--- config.mk ---
export PLATFORM = sky130hd
export DESIGN_NAME = floor_sched
export DESIGN_NICKNAME = d
export VERILOG_FILES = /design/src/rtl/floor_sched.sv
export SDC_FILE = /design/constraint.sdc
export NUM_CORES = 1
export LEC_CHECK = 0
export ABC_AREA = 1
export CAP_MARGIN = 25
export CELL_PAD_IN_SITES_DETAIL_PLACEMENT = 1
export CELL_PAD_IN_SITES_GLOBAL_PLACEMENT = 1
export CORE_ASPECT_RATIO = 0.7
export CORE_MARGIN = 2
export CORE_UTILIZATION = 35
export CTS_CLUSTER_DIAMETER = 50
export CTS_CLUSTER_SIZE = 8
export DETAILED_ROUTE_END_ITERATION = 8
export PLACE_DENSITY = 0.82
export SLEW_MARGIN = 20
export SYNTH_ARGS = -nofsm -noshare
export SYNTH_HDL_FRONTEND = slang
export SYNTH_SLANG_ARGS = --single-unit
--- constraint.sdc ---
create_clock -name clk -period 3.4 [get_ports clk]
set_clock_uncertainty 0.2 [all_clocks]
set_input_delay 0.85 -clock clk [delete_from_list [all_inputs] [get_ports clk]]
set_output_delay 0.85 -clock clk [all_outputs]
set_load 0.02 [all_outputs]
--- src/rtl/floor_sched.sv ---
// Round-robin share of one fixed-latency floor unit; a result is visible LAT+1 cycles after accept.
// Requests stall while queued plus in-flight results would overfill the response FIFO; results never drop.

module floor_fifo #(
  parameter int W     = 34,
  parameter int DEPTH = 4,
  parameter int CNT_W = $clog2(DEPTH) + 1
) (
  input  logic             clk,
  input  logic             reset,
  input  logic             push_vld,
  input  logic [W-1:0]     push_dat,
  input  logic             pop_rdy,
  output logic             head_vld,
  output logic [W-1:0]     head_dat,
  output logic [CNT_W-1:0] count
);
  localparam int AW = $clog2(DEPTH);

  logic [W-1:0]     mem_q [DEPTH];
  logic [AW-1:0]    wr_ptr_q;
  logic [AW-1:0]    rd_ptr_q;
  logic [CNT_W-1:0] count_q;
  logic             pop;

  assign head_vld = (count_q != '0);
  assign pop      = pop_rdy & head_vld;
  assign head_dat = mem_q[rd_ptr_q];
  assign count    = count_q;

  always_ff @(posedge clk or negedge reset) begin
    if (!reset) begin
      wr_ptr_q <= '0;
      rd_ptr_q <= '0;
      count_q  <= '0;
    end else begin
      if (push_vld) wr_ptr_q <= wr_ptr_q + AW'(1);
      if (pop)      rd_ptr_q <= rd_ptr_q + AW'(1);
      case ({push_vld, pop})
        2'b10:   count_q <= count_q + CNT_W'(1);
        2'b01:   count_q <= count_q - CNT_W'(1);
        default: count_q <= count_q;
      endcase
    end
  end

  always_ff @(posedge clk) begin
    if (push_vld) mem_q[wr_ptr_q] <= push_dat;
  end

  // Upstream credit accounting makes this unreachable; a hit means the credit math is broken.
  a_no_overflow: assert property (@(posedge clk) disable iff (!reset)
    !(push_vld && count_q == CNT_W'(DEPTH)));
endmodule

module floor_sched #(
  parameter int N_REQ = 4,
  parameter int ID_W  = 2,
  parameter int DEPTH = 4,
  parameter int LAT   = 2
) (
  input  logic                 clk,
  input  logic                 reset,
  input  logic [N_REQ-1:0]     req_valid,
  input  logic [32*N_REQ-1:0]  req_op,
  output logic [N_REQ-1:0]     req_ready,
  output logic [31:0]          fl_op,
  input  logic [31:0]          fl_result,
  output logic                 rsp_valid,
  input  logic                 rsp_ready,
  output logic [ID_W-1:0]      rsp_id,
  output logic [31:0]          rsp_data,
  output logic                 busy
);
  localparam int CNT_W = $clog2(DEPTH) + 1;
  localparam int SUM_W = CNT_W + 1;

  typedef struct packed {
    logic            vld;
    logic [ID_W-1:0] id;
  } tag_t;

  typedef struct packed {
    logic [ID_W-1:0] id;
    logic [31:0]     data;
  } rsp_t;

  tag_t             tag_q [LAT];
  logic [ID_W-1:0]  ptr_q;
  logic [ID_W-1:0]  gnt;
  logic [ID_W-1:0]  scan_idx;
  logic             gnt_vld;
  logic             credit_ok;
  logic             accept;
  logic [CNT_W-1:0] count;
  logic [SUM_W-1:0] inflight;
  rsp_t             push_ent;
  rsp_t             head_ent;

  always_comb begin
    inflight = '0;
    for (int i = 0; i < LAT; i++) inflight = inflight + SUM_W'(tag_q[i].vld);
  end

  // A pop in this cycle is deliberately not credited: only registered occupancy counts.
  assign credit_ok = (SUM_W'(count) + inflight) < SUM_W'(DEPTH);

  always_comb begin
    gnt_vld  = 1'b0;
    gnt      = ptr_q;
    scan_idx = '0;
    for (int k = 1; k <= N_REQ; k++) begin
      scan_idx = ID_W'((int'(ptr_q) + k) % N_REQ);
      if (!gnt_vld && req_valid[scan_idx]) begin
        gnt_vld = 1'b1;
        gnt     = scan_idx;
      end
    end
  end

  assign accept = gnt_vld & credit_ok & reset;

  always_comb begin
    req_ready = '0;
    fl_op     = 32'h0000_0000;
    for (int i = 0; i < N_REQ; i++) begin
      if (accept && gnt == ID_W'(i)) begin
        req_ready[i] = 1'b1;
        fl_op        = req_op[i*32 +: 32];
      end
    end
  end

  // Tags shift every cycle to mirror the floor unit, which has no stall.
  always_ff @(posedge clk or negedge reset) begin
    if (!reset) begin
      ptr_q <= ID_W'(N_REQ - 1);
      for (int i = 0; i < LAT; i++) tag_q[i] <= '0;
    end else begin
      if (accept) ptr_q <= gnt;
      tag_q[0] <= '{vld: accept, id: gnt};
      for (int i = 1; i < LAT; i++) tag_q[i] <= tag_q[i-1];
    end
  end

  assign push_ent = '{id: tag_q[LAT-1].id, data: fl_result};

  floor_fifo #(
    .W     ($bits(rsp_t)),
    .DEPTH (DEPTH)
  ) u_fifo (
    .clk      (clk),
    .reset    (reset),
    .push_vld (tag_q[LAT-1].vld),
    .push_dat (push_ent),
    .pop_rdy  (rsp_ready),
    .head_vld (rsp_valid),
    .head_dat (head_ent),
    .count    (count)
  );

  assign rsp_id   = head_ent.id;
  assign rsp_data = head_ent.data;
  assign busy     = (inflight != '0) || (count != '0);
endmodule

## After elaboration in Yosys (flattened, before gate mapping)

Memories as Yosys holds them, arrays and structs flattened.
Index checks and enable logic that the tools add are counted.
Widths: inputs -> output; s select.

- $add $sub $neg: 10
- $lt $le $gt $ge: 5
- Equality and inequality tests: 5
- Muxes and demuxes: 27
- Bitwise operators: 3
- Reduce and logical (&&, ||, !) cells: 15

Operators with widths:

| kind | number |
|---|---|
| $mux 32 | 4 |
| $mux 1 | 14 |
| $lt 2x3->1 const B | 4 |
| $add 2x1->2 const B | 4 |
| $bmux 1 s2 | 4 |
| $mux 2 | 4 |
| $logic_and 1x1->1 | 7 |
| $eq 2x2->1 const B | 3 |
| $pmux 3 s2 | 1 |
| $add 2x2->2 const B | 2 |
| $add 3x2->4 | 1 |
| $eq 2x1->1 const B | 2 |
| $lt 4x3->1 const B | 1 |
| $reduce_bool 4->1 | 1 |
| $add 3x1->3 const B | 1 |
| $and 1x1->1 | 3 |
| $logic_not 1->1 | 3 |
| $reduce_bool 3->1 | 1 |
| $sub 3x1->3 const B | 1 |
| $add 1x1->2 | 1 |
| $logic_not 2->1 | 1 |
| $reduce_bool 2->1 | 1 |
| $logic_or 1x1->1 | 1 |

- Register bits after elaboration: 15
- RAM bits: 136
- Input port bits: 167
- Output and inout port bits: 72
- Logic and storage cells: 74
- Memories kept: 1

Memory list:

| name | words | bits a word | read ports | clocked after Yosys merged registers in | write ports | line | text |
|---|---|---|---|---|---|---|---|
| u_fifo.mem_q | 4 | 34 | 1 | 0 | 1 | 20 | `logic [W-1:0] mem_q [DEPTH];` |

## Logic depth before layout (Yosys ltp)

- Depth after elaboration: 20
- Mapped depth: 15
- Gate-level depth less buffers: 12

## Hierarchy

From an unflattened synthesis, not the netlist that was laid out.

- Cell total of the unflattened synthesis: 754
- Area, all modules: 7684.9 um2

By module, submodules not included:

| module | instances | cells an instance | area an instance (um2) | sequential area each (um2) |
|---|---|---|---|---|
| floor_fifo | 1 | 453 | 5908.2 | 4259.1 |
| floor_sched | 1 | 301 | 1776.7 | 202.7 |

## Least setup slack after synthesis

OpenSTA, ideal clock, no wires.

- Path kind: input to output
- From: input req_valid[0]
- To: output req_ready[1]
- Arrival time: 2.220 ns
- Required time: 2.350 ns
- Setup slack: 0.130 ns
- Stages: 10
- Buffers on the path: 1
- Path through: nand2_1 nand2_1 nand2_1 nand2_2 or2_0 nand3_2 nand2_4 inv_2 buf_4 nor3_1

- Elaborated cells between the ends (all ways): 27
- Those cells by class: eq/ne: 1; mux: 17; bitwise: 2; reduce/logical: 7

RTL lines:

| element | line | text |
|---|---|---|
| from (decl) | 64 | `input logic [N_REQ-1:0] req_valid,` |
| $bmux 1 s2 | 114 | `if (!gnt_vld && req_valid[scan_idx]) begin` |
| $mux 1 (implied by the code) | 114 |  |
| $mux 1 | 114 |  |
| $logic_not 1->1 | 114 |  |
| $logic_and 1x1->1 | 114 |  |
| $mux 1 | 114 |  |
| $logic_not 1->1 | 114 |  |
| $logic_and 1x1->1 | 114 |  |
| $mux 1 | 114 |  |
| $logic_not 1->1 | 114 |  |
| $logic_and 1x1->1 | 114 |  |
| $mux 2 (*) | 114 |  |
| via gnt[1] | 90 | `logic [ID_W-1:0] gnt;` |
| $eq 2x1->1 (*) | 127 | `if (accept && gnt == ID_W'(i)) begin` |
| $logic_and 1x1->1 (*) | 127 |  |
| $mux 1 (*) | 127 |  |
| to (decl) | 66 | `output logic [N_REQ-1:0] req_ready,` |

The timed path passes the listed nets; every way through them passes the cells marked *. The select of a mux whose other input is x is not followed.

## Worst setup path in the final report

- From: register ptr_q[0]
- To: output fl_op[27]

- Cells in the longest elaborated chain, start to end: 20
- Elaborated cells between the ends (all ways): 40
- Those cells by class: add/sub: 4; eq/ne: 3; mux: 20; bitwise: 2; reduce/logical: 11

RTL lines:

| element | line | text |
|---|---|---|
| from (decl) | 89 | `logic [ID_W-1:0] ptr_q;` |
| from (signal assigned) | 137 | `ptr_q <= ID_W'(N_REQ - 1);` |
| from (signal assigned) | 140 | `if (accept) ptr_q <= gnt;` |
| $add 2x1->2 | 113 | `scan_idx = ID_W'((int'(ptr_q) + k) % N_REQ);` |
| $bmux 1 s2 | 114 |  |
| $mux 1 (implied by the code) | 114 |  |
| $mux 1 | 114 |  |
| $logic_not 1->1 | 114 |  |
| $logic_and 1x1->1 | 114 |  |
| $mux 1 | 114 |  |
| $logic_not 1->1 | 114 |  |
| $logic_and 1x1->1 | 114 |  |
| $mux 1 | 114 |  |
| $logic_not 1->1 | 114 |  |
| $logic_and 1x1->1 | 114 |  |
| $mux 1 | 114 |  |
| $and 1x1->1 (2 in series) | 121 | `assign accept = gnt_vld & credit_ok & reset;` |
| $logic_and 1x1->1 | 127 |  |
| $mux 32 (3 in series) | 127 |  |
| $mux 32 (*) | 127 |  |
| to (decl) | 67 | `output logic [31:0] fl_op,` |

Every way passes the cells marked *; elsewhere a longest branch is shown, timed or not. The select of a mux whose other input is x is not followed.

==> impl_metrics.env <==
export IMPL_hold_slack_ns=0.164
export IMPL_status="finished, violations left"
export IMPL_violations="setup timing"
export IMPL_first_global_vias=7175
export IMPL_die_area_sq_um=21500
export IMPL_yosysTopAreaCellShare=0.574
export IMPL_p_sw_uw=5700
export IMPL_crit_top_cell="nand2_2"
export IMPL_r2r_start="ptr_q[0]"
export IMPL_rows=43
export IMPL_pwr_share_seq=0.206
export IMPL_yosys_area_top_type="edfxtp_1"
export IMPL_path_max_fanout=16
export IMPL_synthTopCellsByArea="edfxtp_1 (57%), nand3_1 (9.7%), o21ai_0 (5.1%), dfrtp_1 (4.6%), nor2_1 (4.0%)"
export IMPL_ys_seq_area_frac=0.627
export IMPL_nNetsFinal=1125
export IMPL_cts_root_buf="clkbuf_16"
export IMPL_start_util=0.358
export IMPL_peakVddDrop_mv=0.573
export IMPL_overflow=0
export IMPL_numCtsBuffers=17
export IMPL_fin_area_sq_um=11500
export IMPL_dieHeight_um=123
export IMPL_io_pins=239
export IMPL_critPathLaunch="ptr_q[0]"
export IMPL_fin_crit_ns=3.96
export IMPL_drtAntennaViolNets=0
export IMPL_hp_start="tag_q[3]"
export IMPL_cp_arrival_ns=2.91
export IMPL_clkTransAtPathRegs_ns=0.06
export IMPL_synth_area_sq_um=7110
export IMPL_hpwl_um=16600
export IMPL_crit_path_max_incr_delay_ns=0.60
export IMPL_core_area_sq_um=19900
export IMPL_relSlewSlack=0.489
export IMPL_cts_path_max_buffers=2
export IMPL_drive_gt1_frac=0.240
export IMPL_end_kind="output port"
export IMPL_slew_viol_final=0
export IMPL_crit_buf_inv=6
export IMPL_power_frac_clock=0.142
export IMPL_crit_path_start_kind="register"
export IMPL_cts_sinks=151
export IMPL_clkLatencyLatePin_ns=0.42
export IMPL_maxCapViolCount=0
export IMPL_final_common_cell="clkdlybuf4s50_1"
export IMPL_drc=0
export IMPL_yosys_warnings=0
export IMPL_grt_pass1_wl_um=39900
export IMPL_syn_inst=664
export IMPL_p_leak_uw=0.00421
export IMPL_tightest_slew_ns=0.766
export IMPL_rsz0062_at_grt="yes"
export IMPL_swShare=0.454
export IMPL_grt_max_degree=47
export IMPL_cpMaxStageDelayCell="dfstp_2"
export IMPL_holdBufCountCts=0
export IMPL_combinationalPowerShare=0.651
export IMPL_setup_worst_path_class="reg2out"
export IMPL_die_width_um=174
export IMPL_setup_violations=36
export IMPL_wl_um=28800
export IMPL_wire_per_inst_um=23.4
export IMPL_fmax_ghz=0.253
export IMPL_cp_required_ns=2.35
export IMPL_avgSynthCellArea_sq_um=10.7
export IMPL_power_density_nw_per_um2=1090
export IMPL_num_vias=6819
export IMPL_cp_cell_sequence="clkinv_4 -> buf_6 -> buf_6 -> nand2_2 -> nand2_2 -> nand2_2 -> nand2_2 -> nand3_2 -> nand2_4 -> buf_12 -> nor2_4 -> buf_12 -> nand3_1 -> nand4_1 -> buf_6"
export IMPL_grt_use_total=0.247
export IMPL_ys_ff_latch=151
export IMPL_layout_common_cells="clkdlybuf4s50_1 (197), edfxtp_1 (136), nand3_1 (105), nor2_1 (72), o21ai_0 (72)"
export IMPL_crit_family="simple AND/OR/NAND/NOR gates"
export IMPL_period_share=1.16
export IMPL_io_buffers=238
export IMPL_fin_ws_ns=-0.560
export IMPL_antenna_cells=0
export IMPL_synth_distinct_cells=31
export IMPL_synth_net_count=840
export IMPL_dr_pass1_iters=5
export IMPL_drt_initial_drc_count=494
export IMPL_htree_levels=4
export IMPL_antenna_found_initial=0
export IMPL_final_hold_viol_count=0
export IMPL_hp_class="reg2reg"
export IMPL_viasPerCell=5.53
export IMPL_gp_congestion=0.885
export IMPL_cts_tree="yes"
export IMPL_internal_power_uw=6870
export IMPL_place_area_sq_um=10000
export IMPL_syn_to_final_growth_pct=62.0
-- cell families after synthesis --
kind of cell / Yosys count / share of synthesized area
xor gates and xnor gates: 4 / 0.00493
adders and majority gates: 9 / 0.0169
DFF: 151 / 0.627
AOI/OAI and AO/OA: 114 / 0.0864
and+or+nand+nor: 310 / 0.208
buffers and inverters: 76 / 0.0559
-- synthesized netlist by cell type --
cell type	count
a21oi_1	5
a31oi_1	1
buf_1	2
buf_2	6
buf_4	12
buf_6	8
clkbuf_1	22
clkinv_1	1
dfrtp_1	13
dfstp_2	2
edfxtp_1	136
fa_1	1
ha_1	8
inv_1	20
inv_2	5
nand2_1	49
nand2_2	5
nand2_4	2
nand3_1	138
nand3_2	2
nand4_1	33
nor2_1	75
nor2_2	2
nor2_4	2
nor3_1	1
o21ai_0	72
o21ai_1	2
o22ai_1	34
or2_0	1
xnor2_1	1
xor2_1	3
-- registers in the layout (all words and copies together) (netlist names) --
signal / flops
u_fifo.rd_ptr_q: 2
u_fifo.count: 3
ptr_q: 2
tag_q: 4
u_fifo.mem_q: 136
push_ent: 2
u_fifo.wr_ptr_q: 2
-- path summary, 6_finish.rpt --
| path | slack [ns] | cells past startpoint | endpoint |
|---|---|---|---|
| max | -0.56 | 15 | fl_op[27] |
| min | 0.16 | 0 | push_ent[32] |
| max reg2reg | 0.84 | 16 | ptr_q[1] |
| min reg2reg | 0.16 | 0 | push_ent[32] |
| max in group asynchronous | 2.14 | 2 | ptr_q[0] |
| min in group asynchronous | 0.59 | 2 | u_fifo.count[2] |
-- worst reg2reg max path, stage by stage (launching register included) --
cell	delay, ns
dfstp_2	0.60
clkinv_4	0.12
buf_6	0.15
buf_6	0.12
nand2_2	0.05
nand2_2	0.06
nand2_2	0.08
nand2_2	0.08
nand3_2	0.10
nand2_4	0.10
buf_12	0.15
nor2_4	0.17
buf_6	0.14
buf_6	0.13
inv_2	0.06
buf_4	0.12
o21ai_0	0.07
-- through the flow --
step / utilization / total power (uW) / setup slack (ns) / cells / setup TNS, ns
after floorplan: - / 6130 / 0.130 / 664 / 0
after detailed placement: 0.505 / 8970 / -1.02 / 1167 / -34.96
after global placement: 0.505 / 8820 / -1.01 / 1167 / -31.62
after CTS: 0.563 / 11700 / -0.329 / 1226 / -9.92
after global routing: 0.580 / 13100 / -0.664 / 1232 / -19.39
final: 0.580 / 12600 / -0.560 / 1232 / -15.39
-- cell type report --
| class | count | area [sq um] |
|---|---|---|
| inverters | 26 | 109 |
| clock buffers | 17 | 425 |
| fillers | 2060 | 8330 |
| well taps | 270 | 338 |
| clock inverters | 15 | 135 |
| flip-flops and latches | 151 | 4460 |
| repair buffers | 316 | 3460 |
| multi-input cells | 437 | 2580 |
-- power by group through the flow --
stage | registers, uW | clock network [uW] | logic, uW
floorplan | 2560 | 0 | 3570
global placement | 2570 | 0 | 6250
detailed placement | 2600 | 0 | 6370
CTS | 2580 | 1820 | 7320
global route | 2620 | 1900 | 8630
finish | 2590 | 1790 | 8180
-- metal layers --
layer | GRT usage | vias to the layer above | wire length [um]
li1 | - | 3024 | -
met1 | 0.300 | 3413 | 11300
met2 | 0.435 | 318 | 14800
met3 | 0.0575 | 64 | 2000
met4 | 0.0882 | 0 | 776
met5 | 0 | - | 0
-- what timing repair did --
item                                    4_1_cts  5_1_grt
gates cloned                                  8        5
endpoints found under the setup margin       37       37
pin swaps                                    20       24
buffers inserted                             19        5
endpoints found under the hold margin         0        0
gates resized for setup                     262       73
Note: power is estimated with default switching activity, not from simulation.
